[src/rtl/riscv_pkg.sv]
// Shared register-index types and the decoded operand request used by the fetch stage.
package riscv_pkg;

  localparam int REG_AW   = 5;
  localparam int NUM_REGS = 32;

  typedef logic [REG_AW-1:0] reg_idx_t;

  typedef struct packed {
    reg_idx_t rs1;
    reg_idx_t rs2;
    reg_idx_t rd;
    logic     use_rs1;
    logic     use_rs2;
    logic     wr_rd;
  } fetch_req_t;

  function automatic logic [NUM_REGS-1:0] idx_onehot(input reg_idx_t idx);
    logic [NUM_REGS-1:0] v;
    v = '0;
    v[idx] = 1'b1;
    return v;
  endfunction

endpackage

[src/rtl/operand_fetch_scoreboard.sv]
// Pending-write scoreboard: one bit per architectural register, set on issue, cleared on writeback.
module operand_fetch_scoreboard
  import riscv_pkg::*;
(
  input  logic     clk,
  input  logic     rst,
  input  logic     set_en,
  input  reg_idx_t set_idx,
  input  logic     clr_en,
  input  reg_idx_t clr_idx,
  input  reg_idx_t rs1_idx,
  input  reg_idx_t rs2_idx,
  input  reg_idx_t rd_idx,
  output logic     rs1_pend,
  output logic     rs2_pend,
  output logic     rd_pend
);

  logic [NUM_REGS-1:0] pending_p0;
  logic [NUM_REGS-1:0] set_vec;
  logic [NUM_REGS-1:0] clr_vec;

  assign set_vec = set_en ? idx_onehot(set_idx) : '0;
  assign clr_vec = clr_en ? idx_onehot(clr_idx) : '0;

  // A set and a clear to the same index in one cycle leave the bit set; x0 never pends.
  always_ff @(posedge clk) begin
    if (rst) begin
      pending_p0 <= '0;
    end else begin
      pending_p0 <= ((pending_p0 & ~clr_vec) | set_vec) & ~idx_onehot('0);
    end
  end

  assign rs1_pend = pending_p0[rs1_idx];
  assign rs2_pend = pending_p0[rs2_idx];
  assign rd_pend  = pending_p0[rd_idx];

endmodule

[src/rtl/operand_fetch.sv]
// Register-read stage: single hold slot that reads the register file, bypasses writeback
// and stalls on the pending scoreboard before handing operands to execute.
module operand_fetch
  import riscv_pkg::*;
#(
  parameter int DATA_W    = 32,
  parameter int PAYLOAD_W = 64
) (
  input  logic                 clk,
  input  logic                 rst,
  input  logic                 in_valid_i,
  output logic                 in_ready_o,
  input  logic [4:0]           in_rs1_i,
  input  logic [4:0]           in_rs2_i,
  input  logic [4:0]           in_rd_i,
  input  logic                 in_use_rs1_i,
  input  logic                 in_use_rs2_i,
  input  logic                 in_wr_rd_i,
  input  logic [PAYLOAD_W-1:0] in_payload_i,
  output logic [4:0]           rf_sel_rs1_o,
  output logic [4:0]           rf_sel_rs2_o,
  input  logic [DATA_W-1:0]    rf_rs1_i,
  input  logic [DATA_W-1:0]    rf_rs2_i,
  input  logic                 wb_we_i,
  input  logic [4:0]           wb_sel_rd_i,
  input  logic [DATA_W-1:0]    wb_rd_i,
  input  logic                 flush_i,
  output logic                 out_valid_o,
  input  logic                 out_ready_i,
  output logic [DATA_W-1:0]    out_rs1_o,
  output logic [DATA_W-1:0]    out_rs2_o,
  output logic [4:0]           out_rd_o,
  output logic                 out_wr_rd_o,
  output logic [PAYLOAD_W-1:0] out_payload_o
);

  fetch_req_t            in_req;
  fetch_req_t            h_req_p0;
  logic [PAYLOAD_W-1:0]  h_payload_p0;
  logic                  held_p0;
  logic                  byp1_v_p0, byp2_v_p0;
  logic [DATA_W-1:0]     byp1_d_p0, byp2_d_p0;

  logic                  fire, accept;
  logic                  hit1, hit2;
  logic                  rs1_pend, rs2_pend, rd_pend;
  logic                  rs1_ok, rs2_ok, waw_ok;

  assign in_req = '{rs1: in_rs1_i, rs2: in_rs2_i, rd: in_rd_i,
                    use_rs1: in_use_rs1_i, use_rs2: in_use_rs2_i, wr_rd: in_wr_rd_i};

  assign fire       = out_valid_o & out_ready_i;
  assign in_ready_o = !flush_i & (!held_p0 | fire);
  assign accept     = in_valid_i & in_ready_o;

  // The register file read is registered, so the select always points at whatever H holds next cycle.
  assign rf_sel_rs1_o = accept ? in_rs1_i : h_req_p0.rs1;
  assign rf_sel_rs2_o = accept ? in_rs2_i : h_req_p0.rs2;

  assign hit1 = wb_we_i & (wb_sel_rd_i == rf_sel_rs1_o) & (rf_sel_rs1_o != '0);
  assign hit2 = wb_we_i & (wb_sel_rd_i == rf_sel_rs2_o) & (rf_sel_rs2_o != '0);

  // Stage H: hold slot plus sticky per-source writeback capture
  always_ff @(posedge clk) begin
    if (rst) begin
      held_p0      <= 1'b0;
      h_req_p0     <= '0;
      h_payload_p0 <= '0;
      byp1_v_p0    <= 1'b0;
      byp2_v_p0    <= 1'b0;
      byp1_d_p0    <= '0;
      byp2_d_p0    <= '0;
    end else if (accept) begin
      held_p0      <= 1'b1;
      h_req_p0     <= in_req;
      h_payload_p0 <= in_payload_i;
      byp1_v_p0    <= hit1;
      byp2_v_p0    <= hit2;
      if (hit1) byp1_d_p0 <= wb_rd_i;
      if (hit2) byp2_d_p0 <= wb_rd_i;
    end else if (flush_i || fire) begin
      held_p0 <= 1'b0;
    end else if (held_p0) begin
      if (hit1) begin
        byp1_v_p0 <= 1'b1;
        byp1_d_p0 <= wb_rd_i;
      end
      if (hit2) begin
        byp2_v_p0 <= 1'b1;
        byp2_d_p0 <= wb_rd_i;
      end
    end
  end

  operand_fetch_scoreboard u_sb (
    .clk      (clk),
    .rst      (rst),
    .set_en   (fire & h_req_p0.wr_rd & (h_req_p0.rd != '0)),
    .set_idx  (h_req_p0.rd),
    .clr_en   (wb_we_i),
    .clr_idx  (wb_sel_rd_i),
    .rs1_idx  (h_req_p0.rs1),
    .rs2_idx  (h_req_p0.rs2),
    .rd_idx   (h_req_p0.rd),
    .rs1_pend (rs1_pend),
    .rs2_pend (rs2_pend),
    .rd_pend  (rd_pend)
  );

  assign rs1_ok = !h_req_p0.use_rs1 | (h_req_p0.rs1 == '0) | !rs1_pend | byp1_v_p0;
  assign rs2_ok = !h_req_p0.use_rs2 | (h_req_p0.rs2 == '0) | !rs2_pend | byp2_v_p0;
  assign waw_ok = !(h_req_p0.wr_rd & (h_req_p0.rd != '0) & rd_pend);

  assign out_valid_o   = held_p0 & rs1_ok & rs2_ok & waw_ok;
  assign out_rs1_o     = (h_req_p0.rs1 == '0) ? '0 : (byp1_v_p0 ? byp1_d_p0 : rf_rs1_i);
  assign out_rs2_o     = (h_req_p0.rs2 == '0) ? '0 : (byp2_v_p0 ? byp2_d_p0 : rf_rs2_i);
  assign out_rd_o      = h_req_p0.rd;
  assign out_wr_rd_o   = h_req_p0.wr_rd;
  assign out_payload_o = h_payload_p0;

endmodule

[config.mk]
export PLATFORM = sky130hd
export DESIGN_NAME = operand_fetch
export DESIGN_NICKNAME = d
export VERILOG_FILES = /design/src/rtl/riscv_pkg.sv /design/src/rtl/operand_fetch_scoreboard.sv /design/src/rtl/operand_fetch.sv
export SDC_FILE = /design/constraint.sdc
export NUM_CORES = 1
export LEC_CHECK = 0
export CORE_MARGIN = 2
export CORE_UTILIZATION = 45
export DETAILED_ROUTE_END_ITERATION = 16
export PLACE_DENSITY_LB_ADDON = 0.15
export SLEW_MARGIN = 20
export SYNTH_ARGS = -nofsm -noshare
export SYNTH_HDL_FRONTEND = slang
export SYNTH_SLANG_ARGS = --single-unit
[constraint.sdc]
create_clock -name clk -period 3.9 [get_ports clk]
set_clock_uncertainty 0.05 [all_clocks]
set_input_delay 0.78 -clock clk [delete_from_list [all_inputs] [get_ports clk]]
set_output_delay 0.78 -clock clk [all_outputs]
set_load 0.05 [all_outputs]
-- Word level (Yosys, flattened, before mapping)
Cells that the tools add are included.
- register bits: 181
- input bits: 189
- output and inout bits: 146
- word-level logic and storage cells: 105
- $lt $le $gt $ge: 6
- equal/unequal tests: 3
- mux-type cells: 36
- bitwise logic cells: 24
- reduce and logical (&&, ||, !) cells: 22
- operators with widths (operator ; count):
    $mux 32 ; 14
    $and 32x32->32 ; 1
    $not 32->32 ; 1
    $or 32x32->32 ; 1
    $lt 5x6->1 const B ; 4
    $bmux 1 s5 ; 3
    $mux 1 ; 15
    $reduce_bool 5->1 ; 3
    $and 1x1->1 ; 14
    $demux 1 s5 ; 2
    $eq 5x5->1 ; 2
    $ge 5x1->1 const B ; 2
    $logic_not 5->1 ; 2
    $mux 5 ; 2
    $reduce_bool 2->1 ; 4
    $logic_not 1->1 ; 7
    $or 1x1->1 ; 7
    $reduce_and 3->1 ; 2
    $logic_and 1x1->1 ; 2
    $ne 2x2->1 const B ; 1
    $reduce_and 2->1 ; 1
    $logic_or 1x1->1 ; 1

-- Depth between registers and ports, before layout
- depth in word-level cells: 20
- gate-level depth with buffers: 16
- mapped depth without buffers: 11

-- Modules after synthesis
From an unflattened synthesis, not the netlist that was laid out.
- cells, all modules: 1072
- area total of the unflattened synthesis: 9054.9 sq um
- modules (own cells, without submodules) (module ; instances ; cells an instance ; area an instance (sq um) ; sequential area each (sq um)):
    operand_fetch ; 1 ; 808 ; 6896.6 ; 2982.9
    operand_fetch_scoreboard ; 1 ; 264 ; 2158.3 ; 620.6

-- Worst setup path before layout
OpenSTA, ideal clock, no wires.
- kind: flip-flop to output port
- start point: register h_req_p0[14] (netlist bit)
- end point: output rf_sel_rs1_o[2]
- arrival time: 2995 ps
- data required time: 3070 ps
- setup slack: 75 ps
- stages on the path, launching flop included: 14
- path buffers: 5
- cell sequence: dfxtp_1 > buf_6 > buf_12 > mux2i_1 > mux4_2 > a311oi_2 > o311ai_2 > a41oi_4 > or2_1 > buf_6 > buf_6 > clkbuf_1 > nand2_1 > nand2_1
- longest elaborated chain between the ends: 13
- elaborated cells between the ends (all ways): 15
- those cells by class: 3 x mux; 10 x bitwise; 2 x reduce/logical
- RTL lines (item ; line ; text):
    start: declaration ; operand_fetch.sv:38 ; fetch_req_t h_req_p0;
    start signal: assignment ; operand_fetch.sv:75 ; h_req_p0 <= in_req;
    $bmux 1 s5 ; operand_fetch_scoreboard.sv:35 ; assign rs1_pend = pending_p0[rs1_idx];
    $mux 1 (not written as such) ; operand_fetch_scoreboard.sv:35 ;
    $logic_not 1->1 ; operand_fetch.sv:110 ; assign rs1_ok = !h_req_p0.use_rs1 | (h_req_p0.rs1 == '0) | !rs1_pend | byp1_v_p0;
    $or 1x1->1 (*) (2 in series) ; operand_fetch.sv:110 ;
    $and 1x1->1 (*) (3 in series) ; operand_fetch.sv:114 ; assign out_valid_o = held_p0 & rs1_ok & rs2_ok & waw_ok;
    $and 1x1->1 (*) ; operand_fetch.sv:52 ; assign fire = out_valid_o & out_ready_i;
    $or 1x1->1 (*) ; operand_fetch.sv:53 ; assign in_ready_o = !flush_i & (!held_p0 | fire);
    $and 1x1->1 (*) ; operand_fetch.sv:53 ;
    $and 1x1->1 (*) ; operand_fetch.sv:54 ; assign accept = in_valid_i & in_ready_o;
    $mux 5 (*) ; operand_fetch.sv:57 ; assign rf_sel_rs1_o = accept ? in_rs1_i : h_req_p0.rs1;
    end: declaration ; operand_fetch.sv:20 ; output logic [4:0] rf_sel_rs1_o,
Every way passes the cells marked *; elsewhere a longest branch is shown, timed or not. The select of a mux whose other input is x is not followed.

-- Worst setup path in the final report
- start point: register h_req_p0[8] (netlist bit)
- end point: output rf_sel_rs2_o[4]
- longest elaborated chain between the ends: 12
- elaborated cells between the ends (all ways): 14
- those cells by class: 3 x mux; 9 x bitwise; 2 x reduce/logical
- RTL lines (item ; line ; text):
    $bmux 1 s5 ; operand_fetch_scoreboard.sv:36 ; assign rs2_pend = pending_p0[rs2_idx];
    $mux 1 (not written as such) ; operand_fetch_scoreboard.sv:36 ;
    $logic_not 1->1 ; operand_fetch.sv:111 ; assign rs2_ok = !h_req_p0.use_rs2 | (h_req_p0.rs2 == '0) | !rs2_pend | byp2_v_p0;
    $or 1x1->1 (*) (2 in series) ; operand_fetch.sv:111 ;
    $and 1x1->1 (*) (2 in series) ; operand_fetch.sv:114 ;
    $and 1x1->1 (*) ; operand_fetch.sv:52 ;
    $or 1x1->1 (*) ; operand_fetch.sv:53 ;
    $and 1x1->1 (*) ; operand_fetch.sv:53 ;
    $and 1x1->1 (*) ; operand_fetch.sv:54 ;
    $mux 5 (*) ; operand_fetch.sv:58 ; assign rf_sel_rs2_o = accept ? in_rs2_i : h_req_p0.rs2;
    end: declaration ; operand_fetch.sv:21 ; output logic [4:0] rf_sel_rs2_o,
Marked as above.

==> results by group <==
Timing
  – RSZ-0062 raised after global routing: true
  – Sum of negative setup slack: -0.00971 ns
  – Rel. slew slack: about 46%
  – Tcrit/Tclk final: 100%
  – Worst Max-Slew Pin Slew: just over 0.8 ns
  – Slew Viols, Final: 0
  – Max frequency: about 0.26 GHz
  – Post-layout min period: roughly 3.9 ns
  – Final setup fails: 1
  – Min setup slack post-route: -0.00971 ns
  – Endpoints failing hold: 0

Logic synthesis
  – #FFs+latches synth: 180
  – Adder and majority gate portion of the synthesized area: 0%
  – Ys Warns: 0
  – Most used DFF post-synth: dfxtp_1
  – EDFF count, synth: 0
  – Post-synthesis mux area share: a little over a fifth
  – Synth Area in Compound Gates: about a tenth
  – Synth unique cells: 53
  – Synth Cell Area: 9090 um2
  – Post-Syn Instances: about 1,100
  – Post-synthesis sequential area ratio: about two fifths
  – Ys async rst share: 0%
  – Synth Area in Simple Gates: 22.5%
  – Post-synthesis net count: roughly 1,200
  – Syn_area_per_cell: ~8.6 um2
  – Largest family of logic cells by synthesized area: simple AND/OR/NAND/NOR gates
  – Post-synthesis xor/xnor area fraction: less than 1%

Cells and area
  – Multi-input logic area: 5100 um2
  – Share of cells above drive strength 1: approximately 11%
  – Post-layout util: between 60% and 70%
  – Sequential Area: ~3600 um2
  – Area grow syn2layout: 49.5%
  – Nets: between 1,500 and 2,000
  – Filler instances: 1,637
  – Fin cells: roughly 1,600

Critical path
  – Req. time, crit path: 3.07 ns
  – Critical path peak fanout: 7
  – Critical path capture point type: output pin
  – Worst EP arrival: 3.08 ns
  – Startpoint Class: register
  – Reg2Reg Depth: 14
  – Worst setup path category: register to output pin
  – Reg2reg setup slack: 0.20 ns
  – RR Startpoint: h_req_p0[8]
  – R2R Path End: byp2_d_p0[9]

GRT
  – Largest net degree at the start of global routing: 136
  – Initial antenna violation count: 1
  – Remaining Overflow, GRT: 0
  – GRT Total Usage: 27.0%
  – First-pass GRT wire length: roughly 46 mm
  – Number of global-route vias before repair: 8,590

Flow run
  – Max Cap Viol: 0

Power and ir drop
  – Clock share of power: ~37%
  – Peak supply drop: about 0.31 mV
  – Total Power: around 5 mW
  – Net switching fraction of the power: a little under a third
  – Logic pwr share: 24.3%
  – Register share of total power: between 30 and 40%
  – Internal: roughly 3.4 mW
  – Pleak: 4.94 nW
  – Switching power: about 1.5 mW
  – Pwr Density: between 300 and 400 nW/um2

Detailed routing
  – Wirelength, routed: just under 30 mm
  – Vias: approximately 8,700
  – Post-DRT Antenna Nets: 0
  – DR pass1 iterations: 5
  – Via density: about 5.3
  – Routed len/inst: approximately 18 um
  – Iteration-0 DRC Markers: around 600
  – # DRC: 0

Die
  – IO Count: 335
  – Die extent in x: 146 um
  – Die Ht: around 150 um
  – Floorplan row count: between 50 and 60
  – CORE AREA: roughly 20,000 um2
  – Initial core utilization: between 40 and 50%
  – Die area: ~21,000 um2

Place
  – Dpl hpwl: roughly 21 mm
  – GP Congestion: 0.939
  – Placed insts: 1,594
  – Port Buffers: about 330

Hold path
  – Worst Min Path Start: out_payload_o[61]
  – Hold path cells: 2
  – Hold Path Sink: out_payload_o[61]
  – Worst min-delay path class: register to register

Clock tree
  – Clock sinks: 180
  – Hold_buf cts: 0
  – Clk Latency, worst-skew pair: between 0.4 and 0.5 ns
  – Max Root-Sink Buffers: 2
  – Num CTS Buffers: 17
  – Root buffer cell: clkbuf_16
  – TritonCTS clock tree: built
  – Clock slew at reported path FFs: around 0.070 ns
  – H-tree depth: 4

Outcome
  – Failing checks: setup timing
  – Status: complete, but fails checks
[critical path: stages, from the launching register on]
cell and delay [ns]:
dfxtp_4 0.37, buf_4 0.16, or4_4 0.54, o211a_1 0.24, nand4_1 0.09, a32o_2 0.22
a41oi_4 0.13, or2_4 0.38, buf_6 0.16, a21o_1 0.19, buf_12 0.16
[power groups by stage]
stage               clock network [mW]  registers, mW  logic, mW
floorplan                            0           2.05      0.570
global placement                     0           1.95       1.17
global route                      1.95           1.92       1.27
detailed placement                   0           1.96       1.18
CTS                               1.88           1.91       1.20
finish                            1.85           1.91       1.21
[cells by family after synthesis]
| family | after synthesis |
|---|---|
| AOI/OAI and AO/OA | 166 |
| xor gates and xnor gates | 5 |
| buffers and inverters | 102 |
| DFF | 180 |
| muxes | 169 |
| and+or+nand+nor | 434 |
[stage by stage]
step / instance area (um2) / hold WS [ns] / setup WS [ns]
5_1_grt: 13600 / 0.427 / -0.141
3_3_place_gp: 12700 / 0.391 / 0.180
6_report: 13600 / 0.404 / -0.00971
3_5_place_dp: 12700 / 0.396 / 0.0643
2_1_floorplan: 9090 / 0.387 / 0.0749
4_1_cts: 13400 / 0.406 / -0.0110
[registers in the layout, summed over array words and instances, names as in the netlist]
signal	cells
u_sb.pending_p0	31
byp1_d_p0	32
byp1_v_p0	1
held_p0	1
byp2_d_p0	32
byp2_v_p0	1
out_wr_rd_o	1
h_req_p0	12
out_rd_o	5
out_payload_o	64
[layout by cell type, fill, tap and decap left out, drive strengths merged, types with 4 or more instances in the layout]
master / synthesis / final
nor3b: 5 / 5
nor2b: 9 / 9
xnor2: 5 / 5
nand3b: 7 / 7
mux4: 18 / 18
nor3: 6 / 6
mux2: 5 / 5
nor2: 84 / 84
nand3: 6 / 6
and3b: 5 / 5
nand2: 198 / 198
mux2i: 146 / 146
buf: 25 / 54
inv: 14 / 21
nor4: 4 / 4
a21oi: 109 / 109
clkbuf: 63 / 20
o21ai: 34 / 34
clkdlybuf4s50: 0 / 321
dfxtp: 180 / 180
nand2b: 99 / 99
[what timing repair did]
item | CTS | global route
cloned | 1 | 2
setup buffers | 7 | 6
hold endpoints to repair | 0 | 0
endpoints found under the setup margin | 10 | 37
resized for setup | 23 | 21
pin swaps | 6 | 7
[cell usage after synthesis, drive strengths merged (7+ instances only)]
| master | number | share of area, % |
|---|---|---|
| a21oi | 109 | 6.0 |
| buf | 25 | 2.3 |
| clkbuf | 63 | 2.6 |
| dfxtp | 180 | 40 |
| inv | 14 | 0.58 |
| mux2i | 146 | 16 |
| mux4 | 18 | 4.5 |
| nand2 | 198 | 8.2 |
| nand2b | 99 | 6.8 |
| nand3b | 7 | 0.58 |
| nor2 | 84 | 3.5 |
| nor2b | 9 | 0.62 |
| o21ai | 34 | 1.9 |
[layout make-up]
class	instances	area share (%)
Tap cell	265	2.44
Multi-Input combinational cell	775	37.6
Inverter	14	0.387
Antenna cell	1	0.0184
Sequential cell	180	26.7
Timing Repair Buffer	376	28.3
Clock buffer	19	3.26
Clock inverter	13	1.37
[how the worst max path moves through the flow]
| stage | from | end | cells after the start |
|---|---|---|---|
| floorplan | h_req_p0[14] | rf_sel_rs1_o[2] | 13 |
| global placement | h_req_p0[14] | rf_sel_rs1_o[1] | 10 |
| detailed placement | h_req_p0[14] | byp2_d_p0[0] | 12 |
| CTS | h_req_p0[14] | rf_sel_rs2_o[4] | 10 |
| global route | h_req_p0[14] | rf_sel_rs2_o[4] | 10 |
| finish | h_req_p0[8] | rf_sel_rs2_o[4] | 10 |
[metal layers]
layer	wire length, um	part of all wire (%)	GRT usage [%]	vias up
met5	0	0	0	-
li1	-	-	-	4196
met4	682	2.3	9.32	0
met1	11700	39	32.5	4080
met2	14600	49	45.8	399
met3	2780	9.4	8.13	51
No activity file was read; power rests on OpenSTA's default activity.
==> RTL change: new RTL, config.mk and constraints unchanged <==
Set the parameter `DATA_W` to 16 (it was 32).
--- a/src/rtl/operand_fetch.sv
+++ b/src/rtl/operand_fetch.sv
@@ -3,7 +3,7 @@
 module operand_fetch
   import riscv_pkg::*;
 #(
-  parameter int DATA_W    = 32,
+  parameter int DATA_W    = 16,
   parameter int PAYLOAD_W = 64
 ) (
   input  logic                 clk,
Interface: changed (5 resized); port bits go from 335 to 255. No check against the original RTL was run, so the function may have changed too.
==> RTL change against the unedited design <==
Sequential cell count is 32 lower. Synthesized area is 21% lower. Setup slack better by 0.053 ns. Final area is 22% lower. Maximum frequency is 1.4% higher. Wire length is 26% lower. Total power is 20% lower. First-iteration DRC count is 23% lower.
==> RTL change: results (changes against the unedited design) <==
run_status:
  outcome: "complete, no violations"
finish:
  final_net_count: 1239  # -20%
  largest_reg_flops: 64  # unchanged
  drive_above_1_share_pct: 10.80  # -0.020 points
  final_area_um2: 10660  # -22%
  antenna_cells: 0  # -1
global_routing:
  grt_pass1_vias: 6658  # -22%
  grt_pass1_wl_um: 34200  # -25%
  grtUsageTotal_pct: 25.75  # -1.2 points
  antenna_found_initial: 0  # -1
  grt_max_degree: 106  # -22%
min_path:
  worstHoldStart: "out_payload_o[47]$_SDFFE_PP0N_"
  hold_class: "reg2reg"
  hold_depth: 2  # unchanged
  min_to: "out_payload_o[47]$_SDFFE_PP0N_"
clock_tree:
  numCtsBuffers: 17  # unchanged
  cts-root-buf: "clkbuf_16"
  cts.reportedPaths.clkPinSlew_ns: 0.06
  clk_latency_ns: 0.41  # -0.03 ns
  htree_levels: 4  # unchanged
  max-clock-path-buffers: 2  # unchanged
setup_path:
  timing.rr.end: "byp1_d_p0[14]$_SDFFE_PP0P_"
  worst_r2r_path_depth: 12  # -2
  slowest_stage: "mux4_2"
  slowest_delay_ns: 0.47  # -0.07 ns
  rrSetupSlack_ns: 0.27  # +0.07 ns
  worstPathArrival_ns: 3.03  # -0.05 ns
  critical-path-top-delay-family: "compound AO/OA/AOI/OAI gates"
  reg2reg_from: "h_req_p0[14]$_SDFFE_PP0N_"
  path_max_fanout: 9  # +2
detailed_routing:
  drtIter0Drc: 460  # -23%
  routedWlPerCell_um: 16.59  # -8.2%
  firstDrtPassIters: 6  # +1
  vias: 6982  # -20%
logic_synthesis:
  synth_area_leaders: "dfxtp_1 41%, mux2i_1 11%, nand2_1 9.9%"
  synth_seq_area_share_pct: 41.32  # +1.7 points
  synthXorXnorAreaFrac_pct: 0.2443  # -0.24 points
  synth_area_leader_cell: "dfxtp_1"
  async_flop_share_pct: 0  # unchanged
  synth_warnings: 0  # unchanged
  synth_mux_area_share_pct: 18.25  # -3.1 points
  synthTopCellsByCount: "190 x nand2_1, 148 x dfxtp_1, 115 x a21oi_1"
  synthAdderAreaFrac_pct: 0  # unchanged
  syn_nets: 994  # -20%
  synth_compound_area_share_pct: 13.52  # +3.0 points
  ys.flop_type: "dfxtp_1"
  ys_types: 51  # -3.8%
placed_design:
  dpl.hpwl_um: 15560  # -27%
  port_buffers: 254  # -24%
  dpl_cell_area_um2: 10010  # -21%
  dp_slack_ns: 0.1125  # +0.04827 ns
  finalWeightedCongestion: 0.9258  # -1.4%
sta:
  timing.final.crit_share_pct: 98.89  # -1.4 points
  tightest_slew_ns: 0.9377  # +0.1267 ns
  setup_viol: 0  # -1
power:
  power.leakage_nw: 3.913  # -21%
  ir_drop_uv: 295.5  # -5.3%
-- RTL change: cell count changes in the layout (fill, tap and decap cells not counted), moves of 6 or more --
cell and delta:
a21oi_1 +6, buf_4 +8, nand2b_1 -49, nor2_1 -27, or3_1 +6, clkdlybuf4s50_1 -80
mux2i_1 -62, inv_1 +7, dfxtp_1 -28, nand3b_1 -6
-- RTL change: what timing repair did --
item / CTS / global route
gates resized for setup: 8 / 13
setup endpoints to repair: 10 / 15
buffers inserted: 0 / 3
pin swaps: 0 / 3
-- RTL change: area by class of cell --
type | count | area, um2
clock inverters | 13 | 103.9
fillers | 1304 | 5055
repair buffers | 290 | 2875
flip-flops and latches | 148 | 2978
inverters | 18 | 67.56
clock buffers | 19 | 442.9
well taps | 216 | 270.3
multi-input cells | 623 | 3920
-- RTL change: logic make-up after synthesis --
logic type	count (synthesis)
AND/OR/NAND/NOR	341
AO/OA/AOI/OAI	174
flip-flops	148
multiplexers	106
buffers and inverters	82
XOR/XNOR	2
-- RTL change: worst max path at each step --
stage,from,endpoint
after CTS,h_req_p0[8]$_SDFFE_PP0N_,rf_sel_rs1_o[0]
after floorplan,h_req_p0[8]$_SDFFE_PP0N_,byp2_d_p0[10]$_SDFFE_PP0P_
final,h_req_p0[14]$_SDFFE_PP0N_,rf_sel_rs1_o[0]
after detailed placement,h_req_p0[14]$_SDFFE_PP0N_,byp1_d_p0[9]$_SDFFE_PP0P_
after global routing,h_req_p0[14]$_SDFFE_PP0N_,rf_sel_rs1_o[0]
after global placement,h_req_p0[14]$_SDFFE_PP0N_,byp1_d_p0[12]$_SDFFE_PP0P_
-- RTL change: power breakdown --
part	switching [mW]	total, mW	internal (mW)
combinational	0.508	0.866	0.358
sequential	0.0314	1.58	1.55
clock	0.676	1.52	0.839
-- RTL change: per-layer routing --
layer	up-vias	track usage [%]	wire, um
met5	-	0	0
met4	0	10.12	537
met3	34	9.061	2051
met2	302	40.31	10330
met1	3243	32.65	9104
li1	3403	-	-
-- RTL change: through the flow --
step | util, % | std cells | hold slack [ns]
6_report | 67.83 | 1327 | 0.4024
5_1_grt | 67.83 | 1327 | 0.4198
4_1_cts | 67.32 | 1324 | 0.4038
3_5_place_dp | 63.74 | 1292 | 0.3953
3_3_place_gp | 63.74 | 1292 | 0.3901
2_1_floorplan | - | 853 | 0.3868
-- RTL change: tightest hold or removal path: stages, from the launching register on --
cell and delay (ns):
dfxtp_1 0.31, nand2_1 0.05, a21oi_1 0.05
